**src/rtl/fetch_pair_buffer_pkg.sv**
```systemverilog
// rtl/fetch_pair_buffer_pkg.sv - shared fetch/decode constants, IF/ID field widths and pairing states
package fetch_pair_buffer_pkg;

   localparam int INSTR_W         = 16;
   localparam int IMM_W           = 16;
   localparam int PC_W_DEFAULT    = 32;
   localparam int IMM_BIT_DEFAULT = 2;

   localparam logic [INSTR_W-1:0] NOP_WORD_DEFAULT = 16'h0000;

   typedef enum logic {
      S_INSTR = 1'b0,
      S_IMM   = 1'b1
   } pair_state_t;

endpackage

```
**src/rtl/fetch_pair_buffer_if_id_reg.sv**
```systemverilog
// rtl/fetch_pair_buffer_if_id_reg.sv - IF/ID bundle register with load, hold and bubble controls
module fetch_pair_buffer_if_id_reg
   import fetch_pair_buffer_pkg::*;
#(
   parameter int                 PC_W     = PC_W_DEFAULT,
   parameter logic [INSTR_W-1:0] NOP_WORD = NOP_WORD_DEFAULT
) (
   input  logic               clk,
   input  logic               rst_n,
   input  logic               load,
   input  logic               bubble,
   input  logic [INSTR_W-1:0] d_instruction,
   input  logic [IMM_W-1:0]   d_immediate,
   input  logic [PC_W-1:0]    d_pc,
   input  logic               d_has_imm,
   output logic [INSTR_W-1:0] id_instruction,
   output logic [IMM_W-1:0]   id_immediate,
   output logic [PC_W-1:0]    id_pc,
   output logic               id_has_imm,
   output logic               id_valid
);

   // Bubble wins over load; neither asserted means hold. The pc is left as-is
   // on a bubble since decode ignores it while id_valid is low.
   always_ff @(posedge clk or negedge rst_n) begin
      if (!rst_n) begin
         id_instruction <= NOP_WORD;
         id_immediate   <= '0;
         id_pc          <= '0;
         id_has_imm     <= 1'b0;
         id_valid       <= 1'b0;
      end else if (bubble) begin
         id_instruction <= NOP_WORD;
         id_immediate   <= '0;
         id_has_imm     <= 1'b0;
         id_valid       <= 1'b0;
      end else if (load) begin
         id_instruction <= d_instruction;
         id_immediate   <= d_immediate;
         id_pc          <= d_pc;
         id_has_imm     <= d_has_imm;
         id_valid       <= 1'b1;
      end
   end

endmodule

```
**src/rtl/fetch_pair_buffer.sv**
```systemverilog
// rtl/fetch_pair_buffer.sv - IF/ID buffer pairing flagged instruction words with their immediate
module fetch_pair_buffer
   import fetch_pair_buffer_pkg::*;
#(
   parameter int                 PC_W     = PC_W_DEFAULT,
   parameter int                 IMM_BIT  = IMM_BIT_DEFAULT,
   parameter logic [INSTR_W-1:0] NOP_WORD = NOP_WORD_DEFAULT
) (
   input  logic               clk,
   input  logic               rst_n,
   input  logic [INSTR_W-1:0] fetch_word,
   input  logic [PC_W-1:0]    fetch_pc,
   input  logic               fetch_valid,
   output logic               fetch_ready,
   input  logic               stall,
   input  logic               flush,
   output logic [INSTR_W-1:0] id_instruction,
   output logic [IMM_W-1:0]   id_immediate,
   output logic [PC_W-1:0]    id_pc,
   output logic               id_has_imm,
   output logic               id_valid
);

   pair_state_t        state;
   logic [INSTR_W-1:0] pend_instr;
   logic [PC_W-1:0]    pend_pc;

   logic               accept;
   logic               imm_flag;
   logic               start_pair;
   logic               load;
   logic               bubble;
   logic [INSTR_W-1:0] d_instruction;
   logic [IMM_W-1:0]   d_immediate;
   logic [PC_W-1:0]    d_pc;
   logic               d_has_imm;

   assign fetch_ready = !stall || flush;
   assign accept      = fetch_valid && !stall && !flush;
   assign imm_flag    = fetch_word[IMM_BIT];

   // The flag is only meaningful on an instruction word; in S_IMM the word is data.
   assign start_pair  = accept && (state == S_INSTR) && imm_flag;

   always_comb begin
      load          = accept && !start_pair;
      bubble        = flush || (!stall && !accept) || start_pair;
      d_instruction = fetch_word;
      d_immediate   = '0;
      d_pc          = fetch_pc;
      d_has_imm     = 1'b0;
      if (state == S_IMM) begin
         d_instruction = pend_instr;
         d_immediate   = fetch_word;
         d_pc          = pend_pc;
         d_has_imm     = 1'b1;
      end
   end

   always_ff @(posedge clk or negedge rst_n) begin
      if (!rst_n) begin
         state      <= S_INSTR;
         pend_instr <= '0;
         pend_pc    <= '0;
      end else if (flush) begin
         state      <= S_INSTR;
         pend_instr <= '0;
         pend_pc    <= '0;
      end else if (accept) begin
         case (state)
            S_INSTR: begin
               if (imm_flag) begin
                  state      <= S_IMM;
                  pend_instr <= fetch_word;
                  pend_pc    <= fetch_pc;
               end
            end
            S_IMM: begin
               state <= S_INSTR;
            end
            default: begin
               state <= S_INSTR;
            end
         endcase
      end
   end

   fetch_pair_buffer_if_id_reg #(
      .PC_W     (PC_W),
      .NOP_WORD (NOP_WORD)
   ) u_if_id_reg (
      .clk            (clk),
      .rst_n          (rst_n),
      .load           (load),
      .bubble         (bubble),
      .d_instruction  (d_instruction),
      .d_immediate    (d_immediate),
      .d_pc           (d_pc),
      .d_has_imm      (d_has_imm),
      .id_instruction (id_instruction),
      .id_immediate   (id_immediate),
      .id_pc          (id_pc),
      .id_has_imm     (id_has_imm),
      .id_valid       (id_valid)
   );

endmodule

```
**config.mk**
```make
export PLATFORM = sky130hd
export DESIGN_NAME = fetch_pair_buffer
export DESIGN_NICKNAME = d
export VERILOG_FILES = /design/src/rtl/fetch_pair_buffer_pkg.sv /design/src/rtl/fetch_pair_buffer_if_id_reg.sv /design/src/rtl/fetch_pair_buffer.sv
export SDC_FILE = /design/constraint.sdc
export NUM_CORES = 1
export LEC_CHECK = 0
export CORE_MARGIN = 4
export CORE_UTILIZATION = 52
export CTS_BUF_LIST = sky130_fd_sc_hd__clkbuf_8
export CTS_CLUSTER_SIZE = 30
export DETAILED_ROUTE_END_ITERATION = 16
export HOLD_SLACK_MARGIN = 0.05
export PLACE_DENSITY = 0.91
export SETUP_SLACK_MARGIN = 0.3
export SLEW_MARGIN = 20
export SYNTH_ARGS = -nofsm -noshare
export SYNTH_HDL_FRONTEND = slang
export SYNTH_HIERARCHICAL = 1
export SYNTH_SLANG_ARGS = --single-unit
```
**constraint.sdc**
```tcl
create_clock -name clk -period 2.2 [get_ports clk]
set_input_delay 0.44 -clock clk [delete_from_list [all_inputs] [get_ports clk]]
set_output_delay 0.44 -clock clk [all_outputs]
set_load 0.005 [all_outputs]
```
* Yosys cells after proc, flatten, opt, wreduce, memory -nomap -nowiden *
Index checks and enable logic that the tools add are counted.

storage, ports and cells
  bits of input ports = 53
  flip-flop bits (word level) = 115
  word-level logic and storage cells = 53
  output and inout port bits = 67

cells by class
  eq/ne operators = 1
  reduce and logical (&&, ||, !) cells = 18
  bitwise gates (word level) = 2
  muxes and demuxes = 24

operator list
  cell                count
  $mux 16             10
  $mux 32             5
  $mux 1              8
  $logic_and 1x1->1   6
  $reduce_bool 2->1   3
  $logic_not 1->1     4
  $logic_or 1x1->1    3
  $reduce_and 3->1    1
  $ne 2x2->1 const B  1
  $not 1->1           2
  $pmux 1 s2          1
  $reduce_and 2->1    1

* Longest topological paths before layout *
Gate-level depths: netlist of run 1.

  word-level depth = 9
  gate-level depth with buffers = 8
  gate-level depth less buffers = 4

* Hierarchy *
Netlist of run 1, hierarchy kept.

by module, submodules not included
  module                       area an instance (um^2)  sequential area each (um^2)  cells an instance  instances
  fetch_pair_buffer_if_id_reg  2687.6                   1651.6                       179                1
  fetch_pair_buffer            2466.1                   1226.2                       192                1

* Worst setup path before layout of run 1 *
No wires, ideal clock.

  path type = input port to flip-flop
  start = input flush
  end = register u_if_id_reg.id_pc[10]
  arrival time = 1824 ps
  library setup time = 125 ps
  cell stages on the path = 7
  path slack = 251 ps
  buffers on the path = 3
  required time = 2075 ps
  cells stage by stage = or3b_4 > o21a_1 > buf_2 > nor2b_4 > buf_6 > buf_6 > mux2_4

between the ends
  word-level cells in the longest chain between the ends = 8
  elaborated cells between the ends (all ways) = 12
  those cells by class = 1 x bitwise; 11 x reduce/logical

ends and longest elaborated chain
  element                         line                               RTL
  start, declared                 fetch_pair_buffer.sv:16            input logic flush,
  $logic_not 1->1                 fetch_pair_buffer.sv:39            assign accept = fetch_valid && !stall && !flush;
  $logic_and 1x1->1               fetch_pair_buffer.sv:39
  $logic_not 1->1                 fetch_pair_buffer.sv:47            bubble = flush || (!stall && !accept) || start_pair;
  $logic_and 1x1->1               fetch_pair_buffer.sv:47
  $logic_or 1x1->1                fetch_pair_buffer.sv:47
  $logic_or 1x1->1 (*)            fetch_pair_buffer.sv:47
  net bubble                      fetch_pair_buffer.sv:32            logic bubble;
  $not 1->1 (no line) (*)         n/a
  $reduce_and 2->1 (no line) (*)  n/a
  end signal, assigned            fetch_pair_buffer_if_id_reg.sv:40  id_pc <= d_pc;
  end, declared                   fetch_pair_buffer_if_id_reg.sv:18  output logic [PC_W-1:0] id_pc,

Mark *: on every way through the listed nets, which the timed path passes. The rest lies on a longest branch.
A chain may end at the register's enable or synchronous reset.

* Worst setup path in the final report of run 1 *
  start = input stall
  end = register u_if_id_reg.id_pc[21]

between the ends
  word-level cells in the longest chain between the ends = 9
  elaborated cells between the ends (all ways) = 13
  those cells by class = 1 x bitwise; 12 x reduce/logical

ends and longest elaborated chain
  element                          line                                              RTL
  start, declared                  fetch_pair_buffer.sv:15                           input logic stall,
  $logic_not 1->1 (*)              fetch_pair_buffer.sv:39, fetch_pair_buffer.sv:47
  $logic_and 1x1->1 (2 in series)  fetch_pair_buffer.sv:39
  $logic_not 1->1                  fetch_pair_buffer.sv:47
  $logic_and 1x1->1                fetch_pair_buffer.sv:47
  $logic_or 1x1->1                 fetch_pair_buffer.sv:47
  $logic_or 1x1->1 (*)             fetch_pair_buffer.sv:47
  net bubble                       fetch_pair_buffer.sv:32
  $not 1->1 (no line) (*)          n/a
  $reduce_and 2->1 (no line) (*)   n/a

Marks and branches as above.

==> results.toml, run 1 <==
[pwr]
power_density_mw_per_mm2 = 766
leakage_uw = 0.00304
ir_drop_mv = 0.393
total_power_uw = 5340

[worst_setup_path]
path_class = "in -> reg"
critPathLaunchType = "input pin"
worstPathRequired_ps = 2500
arrival_ps = 2210
cp_max_fo = 16
end_kind = "flop"

[sta]
rsz0062_at_grt = "true"
setup_viol_count_final = 0
finalCritPeriodShare_pct = 87.0
slew_headroom_pct = 50.5
maxClockFrequency_ghz = 0.523
period_needed_ps = 1910
slew_violations = 0
setup_tns_ps = 0
hold_violations = 0
fin_skew_ps = 10.5
worst_pin_slew_ps = 741

[routing]
ant_nets = 0
wl_per_cell_um = 20.1
routed_wl_mm = 12.9
firstDrtPassIters = 4
vias_per_cell = 5.57
drt_iter0_markers = 208
drc = 0
vias = 3569

[cells_and_area]
multi_input_area_sq_mm = 0.00212
fin_area_sq_mm = 0.00698
antennaDiodeCount = 0
nets = 548
ff_latch_area_sq_mm = 0.00288
final_cell_mix = "114 x clkdlybuf4s50_1, 114 x dfrtp_1, 49 x mux2_2, 47 x a22o_1, 38 x nor2_1"
final_layout_size_suffix_gt1_share_pct = 26.2
final_core_util_pct = 71.7
finalNonFillerCells = 641
area_growth_pct = 35.4
fillers = 697

[hold_path]
min_path_type = "in -> async"

[synthesis]
synthTopCellsByArea = "dfrtp_1 56%, mux2_2 11%, mux2_4 8.7%"
ys.warnings.count = 6
ys_ff_latch = 115
synthesis.nets = 424
synth_edf_count = 0
syn_inst = 371
yosysSeqAreaShare_pct = 55.8
async_reset_ff_share_pct = 100
syn-cell-area_sq_mm = 0.00515
yosysTopAreaCellShare_pct = 55.8
synth_ff_type = "dfrtp_1"
synth.avg_cell_area_sq_um = 13.9
synth_cell_types = 20
synth_top_cell_by_area = "dfrtp_1"

[place]
place_congestion = 0.760
io_buffers = 119
dpl.hpwl_mm = 7.67
dp.cells = 605
place_area_sq_mm = 0.00648

[floorplanning]
start_util_pct = 53.0
ioPinCount = 120
rows = 36
die_y_um = 108
die_w_um = 108
core_region_area_sq_mm = 0.00973
dieArea_sq_mm = 0.0116

[grt]
grt_max_degree = 116
grt-ovfl-total = 0
grt_antenna_before_repair = 0
grt_pass1_vias = 3918
grt_pass1_wl_mm = 20.6
grt_util_all_layers_pct = 23.2

[clock_tree]
ctsHtreeMaxLevel = 4
cts_buffers = 17
clk_latency_ps = 420
cts_buffer_depth = 2
cts_tree = "done"
cts_root_buffer = "clkbuf_8"
cts.clk_slew.worst_paths_ps = 70
cts.sinks = 115

[run]
drv_cap = 0

[outcome]
status = "finished, final reports clean"
-- report_power, final --
group | switching [uW] | internal (uW)
logic | 317 | 625
registers | 122 | 2290
clock network | 839 | 1150
total | 1280 | 4060
-- sequential cells by signal, summed over array words and instances (netlist names) --
name                        flops
u_if_id_reg/id_instruction     16
u_if_id_reg/id_has_imm          1
u_if_id_reg/id_valid            1
u_if_id_reg/id_pc              32
u_if_id_reg/id_immediate       16
state                           1
pend_instr                     16
pend_pc                        32
-- path summary, 6_finish.rpt --
| kind | start | end | slack, ps | cells past startpoint |
|---|---|---|---|---|
| worst min register to register | pend_instr[3] | pend_instr[3] | 500 | 1 |
| worst max register to register | state | u_if_id_reg/id_pc[21] | 370 | 6 |
| worst min-delay path | rst_n | pend_pc[12] | 80 | 2 |
| min in group clk | flush | state | 490 | 3 |
| max in group asynchronous | rst_n | state | 1610 | 2 |
| worst max-delay path | stall | u_if_id_reg/id_pc[21] | 290 | 6 |
-- final cells by class --
class / instances / area share (%)
clock inverters: 10 / 1.52
clock buffers: 22 / 4.34
flip-flops and latches: 115 / 41.3
multi-input cells: 228 / 30.3
well taps: 133 / 2.39
repair buffers: 133 / 20.1
-- cell families after synthesis --
group           after synthesis  share of synthesized area (%)
flops                       115                           55.8
mux                         112                           25.9
buf+inv                      29                           3.74
simple gates                 66                           6.34
compound gates               49                           8.23
-- critical path, stage by stage --
cell and delay [ps]:
dlygate4sd2_1 260, or3b_4 440, o21a_1 230, nor2b_4 170, bufbuf_16 350, mux2_4 310
-- per-layer routing --
metal / share of wire, % / global-route usage (%) / vias up
met5: 0 / 0 / -
met4: 0.97 / 7.21 / 0
met3: 5.2 / 5.34 / 8
met2: 50 / 38.0 / 118
met1: 44 / 30.8 / 1868
li1: - / - / 1575
-- cells in the mapped netlist (all sizes together), types with 2 or more instances --
master	number
a22o	47
and2	16
buf	25
clkbuf	4
dfrtp	115
mux2	79
mux2i	33
nand2	2
nand2b	3
nor2	41
nor2b	2
-- timing repair --
item	CTS	global route
hold buffers	0	0
gates cloned	3	0
endpoints found under the setup margin	82	24
pin swaps	1	0
buffers inserted	1	0
resized for setup	6	1
-- per-stage QoR --
| step | hold WS [ps] | setup slack [ps] |
|---|---|---|
| final | 82.5 | 286 |
| after global routing | 120 | 254 |
| after CTS | 112 | 301 |
| after detailed placement | 478 | -284 |
| after global placement | 476 | -259 |
| after floorplan | 144 | 276 |
No activity file was read; power rests on OpenSTA's default activity.
==> run 2: changes to the inputs <==
- GPL_TIMING_DRIVEN: unset -> 0
- HOLD_SLACK_MARGIN: 0.05 -> 0.06
==> run 2 against run 1 <==
  * Global-route usage barely moved
  * Largest power group unchanged
  * Critical endpoint unchanged
  * Highest routed layer unchanged
  * Sequential share of layout area shrank 0.54 points
  * Non-clock buffer count increased by 21
==> results.toml, run 2 (synthesis results as in run 1) <==
[hold_path]
min_path_cells = 2
min_path_type = "in -> reg"

[clock_tree]
clk_latency_ps = 430
cts.clk_slew.worst_paths_ps = 80
cts_buffer_depth = 2
ctsHtreeMaxLevel = 4
cts_tree = "done"
cts_root_buffer = "clkbuf_8"
cts_buffers = 17
cts.sinks = 115

[cells_and_area]
final_core_util_pct = 72.6
antennaDiodeCount = 0
final_cell_mix = "115 x dfrtp_1, 114 x clkdlybuf4s50_1, 49 x mux2_2, 47 x a22o_1, 39 x nor2_1"
nets = 568
final_layout_size_suffix_gt1_share_pct = 28.0
fillers = 682
final_common_cell = "dfrtp_1"
reg.largest.list = "pend_pc: 32 flops, u_if_id_reg/id_pc: 32 flops"
area_growth_pct = 37.1
multi_input_area_sq_mm = 0.00209
ff_latch_area_sq_mm = 0.00288

[pwr]
clockPowerShare_pct = 37.5
power_density_mw_per_mm2 = 762
power_frac_comb_pct = 17.9
seq_power_share_pct = 44.7
ir_drop_mv = 0.458
p_sw_uw = 1420
p_sw_share_pct = 26.3
internal-power_uw = 3970
total_power_uw = 5380
leakage_uw = 0.00311

[grt]
grt_pass1_vias = 4011
grt_antenna_before_repair = 0
grt_util_all_layers_pct = 23.2
grt_pass1_wl_mm = 20.7
grt_max_degree = 83
grt-ovfl-total = 0

[floorplanning]
dieArea_sq_mm = 0.0116
die_y_um = 108
die_w_um = 108
rows = 36
start_util_pct = 53.0
core_region_area_sq_mm = 0.00973
ioPinCount = 120

[routing]
drc = 0
vias = 3565
routed_wl_mm = 13.0
ant_nets = 0
drt_iter0_markers = 204
firstDrtPassIters = 4
wl_per_cell_um = 19.7
vias_per_cell = 5.39

[sta]
setup_viol_count_final = 0
hold_violations = 0
whs_ps = 262
slew_headroom_pct = 58.8
slew_violations = 0
finalCritPeriodShare_pct = 85.3
period_needed_ps = 1880
worst_pin_slew_ps = 617
rsz0062_at_grt = "false"
fin_skew_ps = 14.1
maxClockFrequency_ghz = 0.533

[worst_setup_path]
path_class = "in -> reg"
worstPathRequired_ps = 2510
end_kind = "flop"
critPathLaunchType = "input pin"
rr_worst_depth = 9
cp_max_fo = 5
arrival_ps = 2190

[place]
dpl.hpwl_mm = 8.55
io_buffers = 119
place_congestion = 0.786

[outcome]
status = "finished, final reports clean"

[run]
drv_cap = 0
run 2: changes by cell type in the layout (fill, tap and decap cells not counted), sizes merged:
cell and delta:
buf +19, bufbuf -2, clkdlybuf4s15 +1, clkinv +1
dlygate4sd2 -4, dlygate4sd3 +1, dlymetal6s2s +1, inv +4
nor2 -1
run 2: metal layers:
metal  vias up  track usage [%]  routed length, um
li1       1611                -                  -
met1      1812             30.4               5500
met2       126             37.7               6540
met3        16             5.82                745
met4         0             8.03                214
met5         -                0                  0
run 2: path summary, 6_finish.rpt:
path                                     from                           end  slack [ps]
worst max-delay path              fetch_valid         u_if_id_reg/id_pc[21]         320
worst min register to register  pend_instr[8]                 pend_instr[8]         510
worst min-delay path                    flush                         state         260
min in group asynchronous               rst_n                   pend_pc[15]         480
worst max register to register          state         u_if_id_reg/id_pc[21]         400
max in group asynchronous               rst_n  u_if_id_reg/id_immediate[13]        1010
run 2: power groups by stage:
stage	sequential, uW	combinational [uW]	clock, uW
after floorplan	2430	396	0
after global placement	2430	915	0
after detailed placement	2440	946	0
after CTS	2400	968	2050
after global routing	2420	1020	2140
final	2400	961	2020
run 2: per-stage QoR:
stage | instance area, sq um | instances | TNS (ps) | setup WS (ps)
detailed placement | 6560 | 624 | -17600 | -372
global placement | 6530 | 623 | -418080 | -3510
global route | 7070 | 661 | 0 | 304
floorplan | 5170 | 371 | 0 | 276
finish | 7070 | 661 | 0 | 324
CTS | 7060 | 661 | 0 | 324
run 2: critical path, cell delays in order:
cell             delay (ps)
clkdlybuf4s15_1         210
or3b_4                  410
o21a_1                  210
buf_6                   120
nor2b_4                 110
buf_8                   150
buf_12                  110
buf_12                  110
mux2_4                  310
run 2: final cells by class:
class | count | share of cell area (%)
plain buffers | 29 | 3.35
clock buffers | 17 | 3.31
clock inverters | 15 | 2.46
multi-input cells | 227 | 29.6
flip-flops and latches | 115 | 40.7
well taps | 133 | 2.35
repair buffers | 125 | 18.2
run 2: repair_timing:
| action | in CTS | in global routing |
|---|---|---|
| setup endpoints to repair | 62 | 12 |
| gates cloned | 1 | 0 |
| pin swaps | 2 | 1 |
| setup buffers | 3 | 0 |
| hold buffers | 1 | 0 |
| gates resized for setup | 13 | 9 |
| endpoints found under the hold margin | 33 | 0 |
